<file path="config.mk">
export PLATFORM = sky130hd
export DESIGN_NAME = pc_fetch_ctrl_flat
export DESIGN_NICKNAME = d
export VERILOG_FILES = /design/src/rtl/pc_fetch_ctrl_if.sv /design/src/rtl/pc_fetch_ctrl.sv /design/src/flat_wrapper.sv
export SDC_FILE = /design/constraint.sdc
export NUM_CORES = 1
export LEC_CHECK = 0
export CAP_MARGIN = 20
export CORE_ASPECT_RATIO = 1.1
export CORE_MARGIN = 1.5
export CORE_UTILIZATION = 44
export DETAILED_ROUTE_END_ITERATION = 8
export PLACE_DENSITY = 0.74
export SETUP_SLACK_MARGIN = 0.3
export SKIP_LAST_GASP = 1
export SLEW_MARGIN = 20
export SYNTH_ARGS = -nofsm -noshare
export SYNTH_HDL_FRONTEND = slang
export SYNTH_SLANG_ARGS = --single-unit
</file>
<file path="constraint.sdc">
create_clock -name clk -period 2 [get_ports clk]
set_input_delay 0.4 -clock clk [delete_from_list [all_inputs] [get_ports clk]]
set_output_delay 0.4 -clock clk [all_outputs]
set_load 0.01 [all_outputs]
</file>
<file path="src/rtl/pc_fetch_ctrl_if.sv">
// Fetch-controller bus: pipeline control inputs and fetch/memory-port outputs
// grouped so the IF stage and its neighbours connect through a single port.
interface pc_fetch_ctrl_if #(
    parameter int ADDR_W  = 16,
    parameter int STALL_W = 6
);
    logic [STALL_W-1:0] stall;
    logic               branch_flag_i;
    logic [ADDR_W-1:0]  branch_target_address_i;
    logic               mem_req_i;
    logic               mem_we_i;
    logic [ADDR_W-1:0]  pc;
    logic               we;
    logic               fetch_valid_o;
    logic               redirect_pending_o;
    logic               align_err_o;

    // Pipeline side: drives stall/branch/memory requests, observes fetch state
    modport master (
        output stall, branch_flag_i, branch_target_address_i, mem_req_i, mem_we_i,
        input  pc, we, fetch_valid_o, redirect_pending_o, align_err_o
    );

    // Fetch controller side
    modport slave (
        input  stall, branch_flag_i, branch_target_address_i, mem_req_i, mem_we_i,
        output pc, we, fetch_valid_o, redirect_pending_o, align_err_o
    );
endinterface

</file>
<file path="src/rtl/pc_fetch_ctrl.sv">
// Program counter and fetch controller for the IF stage. Shares one memory
// port with MEM; redirects arriving while the port is borrowed or the pipe is
// stalled are held in a pending-target register until the first free cycle.
module pc_fetch_ctrl #(
    parameter int                 ADDR_W     = 16,
    parameter int                 INST_BYTES = 2,
    parameter logic [ADDR_W-1:0]  RESET_PC   = '0,
    parameter int                 STALL_W    = 6
) (
    input  logic           clk,
    input  logic           rst,
    pc_fetch_ctrl_if.slave bus
);

    localparam logic [ADDR_W-1:0] ALIGN_MASK = ADDR_W'(INST_BYTES - 1);
    localparam logic [ADDR_W-1:0] PC_STEP    = ADDR_W'(INST_BYTES);

    typedef enum logic [1:0] {
        ST_BOOT  = 2'd0,
        ST_RUN   = 2'd1,
        ST_REDIR = 2'd2
    } state_t;

    state_t            state_q, state_d;
    logic [ADDR_W-1:0] pc_q, pc_d;
    logic [ADDR_W-1:0] pend_q, pend_d;
    logic              align_err_q, align_err_d;

    logic              blocked;
    logic [ADDR_W-1:0] tgt_aligned;
    logic              tgt_misaligned;
    logic              unused_stall;

    // Only stall[0] freezes this stage; the rest of the vector belongs to later stages.
    assign unused_stall   = ^bus.stall;
    assign blocked        = bus.mem_req_i | bus.stall[0];
    // With INST_BYTES=1 the mask is zero, so no target is ever flagged.
    assign tgt_aligned    = bus.branch_target_address_i & ~ALIGN_MASK;
    assign tgt_misaligned = |(bus.branch_target_address_i & ALIGN_MASK);

    // State, PC, pending target and error pulse registers
    always_ff @(posedge clk or posedge rst) begin
        if (rst) begin
            state_q     <= ST_BOOT;
            pc_q        <= RESET_PC;
            pend_q      <= '0;
            align_err_q <= 1'b0;
        end else begin
            state_q     <= state_d;
            pc_q        <= pc_d;
            pend_q      <= pend_d;
            align_err_q <= align_err_d;
        end
    end

    // Next state: redirect capture while blocked, branch > pending > sequential when free
    always_comb begin
        state_d     = state_q;
        pc_d        = pc_q;
        pend_d      = pend_q;
        align_err_d = 1'b0;
        case (state_q)
            ST_BOOT: begin
                state_d = ST_RUN;
            end
            ST_RUN, ST_REDIR: begin
                if (blocked) begin
                    if (bus.branch_flag_i) begin
                        pend_d      = tgt_aligned;
                        state_d     = ST_REDIR;
                        align_err_d = tgt_misaligned;
                    end
                end else if (bus.branch_flag_i) begin
                    pc_d        = tgt_aligned;
                    state_d     = ST_RUN;
                    align_err_d = tgt_misaligned;
                end else if (state_q == ST_REDIR) begin
                    pc_d    = pend_q;
                    state_d = ST_RUN;
                end else begin
                    pc_d = pc_q + PC_STEP;
                end
            end
            default: begin
                // Unused encoding: resume normal fetch without disturbing the PC
                state_d = ST_RUN;
            end
        endcase
    end

    // Outputs: chip enable and fetch validity follow the current-cycle port usage
    always_comb begin
        bus.pc                 = pc_q;
        bus.we                 = bus.mem_req_i & bus.mem_we_i;
        bus.fetch_valid_o      = (state_q != ST_BOOT) & ~bus.mem_req_i & ~bus.stall[0];
        bus.redirect_pending_o = (state_q == ST_REDIR);
        bus.align_err_o        = align_err_q;
    end

endmodule

</file>
<file path="src/flat_wrapper.sv">
// flat-port wrapper written by rule: the top's interface ports become plain ports
module pc_fetch_ctrl_flat 
#(
    parameter int                 ADDR_W     = 16,
    parameter int                 INST_BYTES = 2,
    parameter logic [ADDR_W-1:0]  RESET_PC   = '0,
    parameter int                 STALL_W    = 6
)
  (clk, rst, bus_stall, bus_branch_flag_i, bus_branch_target_address_i, bus_mem_req_i, bus_mem_we_i, bus_pc, bus_we, bus_fetch_valid_o, bus_redirect_pending_o, bus_align_err_o);
  pc_fetch_ctrl_if #(.ADDR_W(ADDR_W), .STALL_W(STALL_W)) bus_i ();
  input  logic clk;
  input  logic rst;
  input wire logic [$bits(bus_i.stall)-1:0] bus_stall;
  input wire logic [$bits(bus_i.branch_flag_i)-1:0] bus_branch_flag_i;
  input wire logic [$bits(bus_i.branch_target_address_i)-1:0] bus_branch_target_address_i;
  input wire logic [$bits(bus_i.mem_req_i)-1:0] bus_mem_req_i;
  input wire logic [$bits(bus_i.mem_we_i)-1:0] bus_mem_we_i;
  output wire logic [$bits(bus_i.pc)-1:0] bus_pc;
  output wire logic [$bits(bus_i.we)-1:0] bus_we;
  output wire logic [$bits(bus_i.fetch_valid_o)-1:0] bus_fetch_valid_o;
  output wire logic [$bits(bus_i.redirect_pending_o)-1:0] bus_redirect_pending_o;
  output wire logic [$bits(bus_i.align_err_o)-1:0] bus_align_err_o;
  assign bus_i.stall = bus_stall;
  assign bus_i.branch_flag_i = bus_branch_flag_i;
  assign bus_i.branch_target_address_i = bus_branch_target_address_i;
  assign bus_i.mem_req_i = bus_mem_req_i;
  assign bus_i.mem_we_i = bus_mem_we_i;
  assign bus_pc = bus_i.pc;
  assign bus_we = bus_i.we;
  assign bus_fetch_valid_o = bus_i.fetch_valid_o;
  assign bus_redirect_pending_o = bus_i.redirect_pending_o;
  assign bus_align_err_o = bus_i.align_err_o;
  pc_fetch_ctrl #(.ADDR_W(ADDR_W), .INST_BYTES(INST_BYTES), .RESET_PC(RESET_PC), .STALL_W(STALL_W)) u_core (.clk(clk), .rst(rst), .bus(bus_i));
endmodule
</file>
Word level (Yosys, flattened, before mapping)
Index checks and enable logic that the tools add are counted.

operators by class
  bitwise operators = 7
  equality and inequality tests = 4
  $add $sub $neg = 1
  mux-type cells = 9
  reduce and logical (&&, ||, !) cells = 5

operators with widths
  cell                     number
  $mux W16                 2
  $add A16 B2 Y16 const B  1
  $mux W2                  5
  $ne A3 B3 Y1 const B     2
  $reduce_and A2 Y1        2
  $and A1 B1 Y1            3
  $not A1 Y1               3
  $reduce_and A3 Y1        1
  $eq A2 B1 Y1 const B     1
  $eq A2 B2 Y1 const B     1
  $mux W1                  2
  $reduce_bool A2 Y1       1
  $reduce_or A2 Y1         1
  $or A1 B1 Y1             1

word-level totals
  output and inout port bits = 20
  logic and storage cells = 30
  input port bits = 27
  flip-flop bits (word level) = 34

Logic depth before layout (Yosys ltp)
  depth after elaboration = 5
  gate-level depth with buffers = 7
  mapped depth without buffers = 6

Least setup slack after synthesis
OpenSTA, ideal clock, no wires.

  path kind = reg2reg
  from = register u_core.state_q[0]
  to = register u_core.pc_q[13], in the netlist u_core.bus.pc[13]
  period minus slack after synthesis = 1.895 ns
  path slack = 0.105 ns
  arrival = 1.825 ns
  buffers on the path = 1
  setup time = 0.069 ns
  required time = 1.931 ns
  stages on the path, launching flop included = 8
  cells stage by stage = dfrtp_1 > inv_1 > ha_1 > or3b_1 > clkbuf_1 > or4_1 > nor3_1 > nand3b_1

between the ends
  longest elaborated chain between the ends = 3
  elaborated cells on any way between the ends = 6
  those cells by class = 2 x eq/ne; 2 x mux; 2 x reduce/logical

ends and longest elaborated chain
  what                                           line                                      text
  start: declaration                             pc_fetch_ctrl.sv:24                       state_t state_q, state_d;
  start signal: assignment                       pc_fetch_ctrl.sv:49                       state_q <= state_d;
  $eq A2 B2 Y1 or $eq A2 B1 Y1 (tied branches)   pc_fetch_ctrl.sv:62, pc_fetch_ctrl.sv:77
  $mux W16 or $reduce_or A2 Y1 (tied branches)   pc_fetch_ctrl.sv:77, pc_fetch_ctrl.sv:62
  $mux W16 or $reduce_and A2 Y1 (tied branches)  -
  end signal: assignment                         pc_fetch_ctrl.sv:50                       pc_q <= pc_d;
  end: declaration                               pc_fetch_ctrl.sv:25                       logic [ADDR_W-1:0] pc_q, pc_d;

Several ways; a longest one is shown, not always the timed one.
A chain may end at the register's enable or synchronous reset.

Worst setup path after layout
  from = register u_core.state_q[1]
  to = register u_core.pc_q[11], in the netlist u_core.bus.pc[11]

Same word-level chain as after synthesis.

==> key figures <==
Outcome
  – Run status: finished, final reports clean

Synthesis
  – Synth top area cells: dfrtp_1 (44%), mux2_2 (8.4%), a21oi_1 (4.2%)
  – Mapped Cells: 203
  – Post-Synthesis Net Count: 233
  – Primary FF master, synth: dfrtp_1
  – Yosys reg bits: 33
  – Unique masters post-synth: 45
  – Number of synthesized flops with an enable pin: 0
  – Syn avg cell area: 9.29 µm²
  – Post-synthesis async set-or-reset flop share: 100%
  – Cell area after synthesis: 1890 µm²
  – Area leader, netlist: dfrtp_1
  – Sequential element share of the synthesized area: 43.8%
  – Synth warn: 0
  – Yosys top cell area share: 43.8%

Clock tree
  – CTS tree: built
  – H-tree Lvls: 2
  – Clk Latency, worst-skew pair: 0.28 ns
  – Hold buffer count at CTS: 0
  – Clock Sink Count: 33
  – CTS clk-pin slew, worst paths: 0.06 ns
  – Clock buffer depth: 2
  – Root Driver: clkbuf_8
  – TritonCTS Buffers: 5

Global routing
  – First-pass GRT wire length: 7910 µm
  – Largest net degree at the start of global routing: 34
  – Number of global-route vias before repair: 1682
  – Grt ovf: 0
  – Initial antenna violation count: 0
  – All-layer global routing usage: 21.8%

Placed design
  – Placed cells: 295
  – Buffers added on ports: 40
  – Final Wtd Congestion: 0.793
  – Placed inst area: 2430 µm²
  – Post-DP HPWL: 3190 µm

Floorplanning
  – Die area: 4690 µm²
  – CORE AREA: 4020 µm²
  – Initial Util: 46.9%
  – Chip Height: 71.7 µm
  – I/O pin total: 47
  – # rows: 24
  – Die Wd: 65.4 µm

Timing
  – Final setup violation count: 0
  – Slew Limit Fails: 0
  – Worst Skew: 0.00188 ns
  – Final Cycle Share: 89.9%
  – RSZ-0062 raised after global routing: true
  – Fin. Hold Viols: 0
  – Hold_ws: 0.500 ns
  – Fmax: 556 MHz
  – Final setup TNS: 0 ns
  – Crit path time final: 1.80 ns

Finish
  – Number of diodes: 0
  – Area growth from synthesis to layout: 42.3%
  – Fin area: 2690 µm²
  – Commonest cells after routing, fill and taps aside: clkdlybuf4s50_1 (33), dfrtp_1 (24), buf_4 (23)
  – Fillers: 351
  – Commonest non-fill, non-tap cell in the layout: clkdlybuf4s50_1
  – Layout Nets: 294
  – Storage cell area: 837 µm²
  – Final Non-Filler Cells: 315
  – Area of the multi-input gates: 1030 µm²
  – Share of layout cells above drive strength 1: 27.4%

Routing
  – Total Routed Length: 4770 µm
  – Drt first pass iters: 4
  – Vias/cell: 5.71
  – Via count: 1798
  – Post-DRT Antenna Nets: 0
  – Post-detailed-route wirelength per cell: 15.1 µm
  – Residual DRC: 0
  – Initial DRC count: 151

Worst setup path
  – Setup crit start kind: flip-flop
  – CP Class: flip-flop to flip-flop
  – CP max-delay cell: dfrtp_1
  – Arr. time, crit path: 1.97 ns
  – Crit path cell chain: inv_2 -> ha_4 -> or3b_4 -> buf_4 -> buf_12 -> a21o_1 -> a22o_1
  – Crit path max fanout: 7
  – Crit end category: flip-flop
  – CP required: 2.17 ns
  – Crit path largest cell delay: 0.37 ns

Pwr
  – PD cells: 1340 nW/µm²
  – Worst IR Drop VDD: 0.845 mV
  – Leak pwr: 1.12 nW

Run
  – Max Cap Viol: 0

Min path
  – Hold crit path type: flip-flop to flip-flop
-- flip-flops by register name, summed over array words and instances, names as in the netlist --
register,count
u_core.state_q,2
u_core.bus.pc,15
u_core.bus.align_err_o,1
u_core.pend_q,15
-- cells in the mapped netlist (4+ instances only) --
cell,n
a21oi_1,16
and3_1,5
clkbuf_1,12
dfrtp_1,33
inv_1,7
mux2_2,14
nand2_1,14
nand3_1,7
nand4_1,4
nor2_1,10
nor3_1,7
o21ai_0,16
o31ai_1,5
xnor2_1,4
-- cell type report --
type | instances | area share (%)
Timing Repair Buffer | 68 | 24.3
Clock buffer | 5 | 2.56
Tap cell | 52 | 2.42
Multi-Input combinational cell | 148 | 38.3
Inverter | 8 | 1.12
Clock inverter | 1 | 0.186
Sequential cell | 33 | 31.2
-- cell families after synthesis --
logic type                 after synthesis  share of synthesized area, %
AOI/OAI and AO/OA                       59                          19.9
xor gates and xnor gates                 4                          1.86
adders and majority gates                3                          1.99
buffers and inverters                   22                          4.64
DFF                                     33                          43.8
muxes                                   16                          9.42
other                                    1                         0.199
and+or+nand+nor                         65                          18.2
-- report_power, final --
part / internal, mW / leakage, nW / switching (mW)
combinational: 1.05 / 0.696 / 0.782
clock: 0.229 / 0.0399 / 0.232
sequential: 1.01 / 0.380 / 0.306
total: 2.28 / 1.12 / 1.32
-- per-layer routing --
metal	track usage, %	part of all wire, %	vias up
met5	0	0	-
met4	5.79	1.1	0
met3	4.55	5.8	5
met2	36.8	50	70
met1	28.3	43	860
li1	-	-	863
-- stage by stage --
stage	setup WS, ns	utilization, %	total power, mW
floorplan	0.181	-	2.21
detailed placement	-0.192	60.4	2.87
global route	0.119	66.7	3.86
finish	0.201	66.7	3.60
CTS	0.173	63.2	3.41
global placement	-0.183	60.4	2.82
-- critical path, delay by kind of cell, from the launching register on --
| family | cells | cell delay [ns] |
|---|---|---|
| flip-flops | 1 | 0.37 |
| AND/OR/NAND/NOR | 1 | 0.37 |
| AO/OA/AOI/OAI | 2 | 0.35 |
| adder cells (fa/ha/maj) | 1 | 0.26 |
| buffers and inverters | 3 | 0.34 |
-- path summary, 6_finish.rpt --
| check | slack (ns) | end | cells past startpoint | start |
|---|---|---|---|---|
| setup / recovery | 0.20 | u_core.bus.pc[11] | 7 | u_core.state_q[1] |
| setup reg to reg | 0.20 | u_core.bus.pc[11] | 7 | u_core.state_q[1] |
| hold / removal | 0.50 | u_core.pend_q[12] | 2 | u_core.pend_q[12] |
| hold reg to reg | 0.50 | u_core.pend_q[12] | 2 | u_core.pend_q[12] |
| min in group asynchronous | 0.52 | u_core.bus.align_err_o | 3 | rst |
| max in group asynchronous | 1.14 | u_core.bus.pc[4] | 3 | rst |
-- timing repair --
action / 4_1_cts / 5_1_grt
buffers inserted: 3 / 11
endpoints found under the hold margin: 0 / 0
gates cloned: 0 / 0
setup endpoints to repair: 30 / 17
pin swaps: 3 / 5
gates resized for setup: 16 / 18
Note: power is estimated with default switching activity, not from simulation.
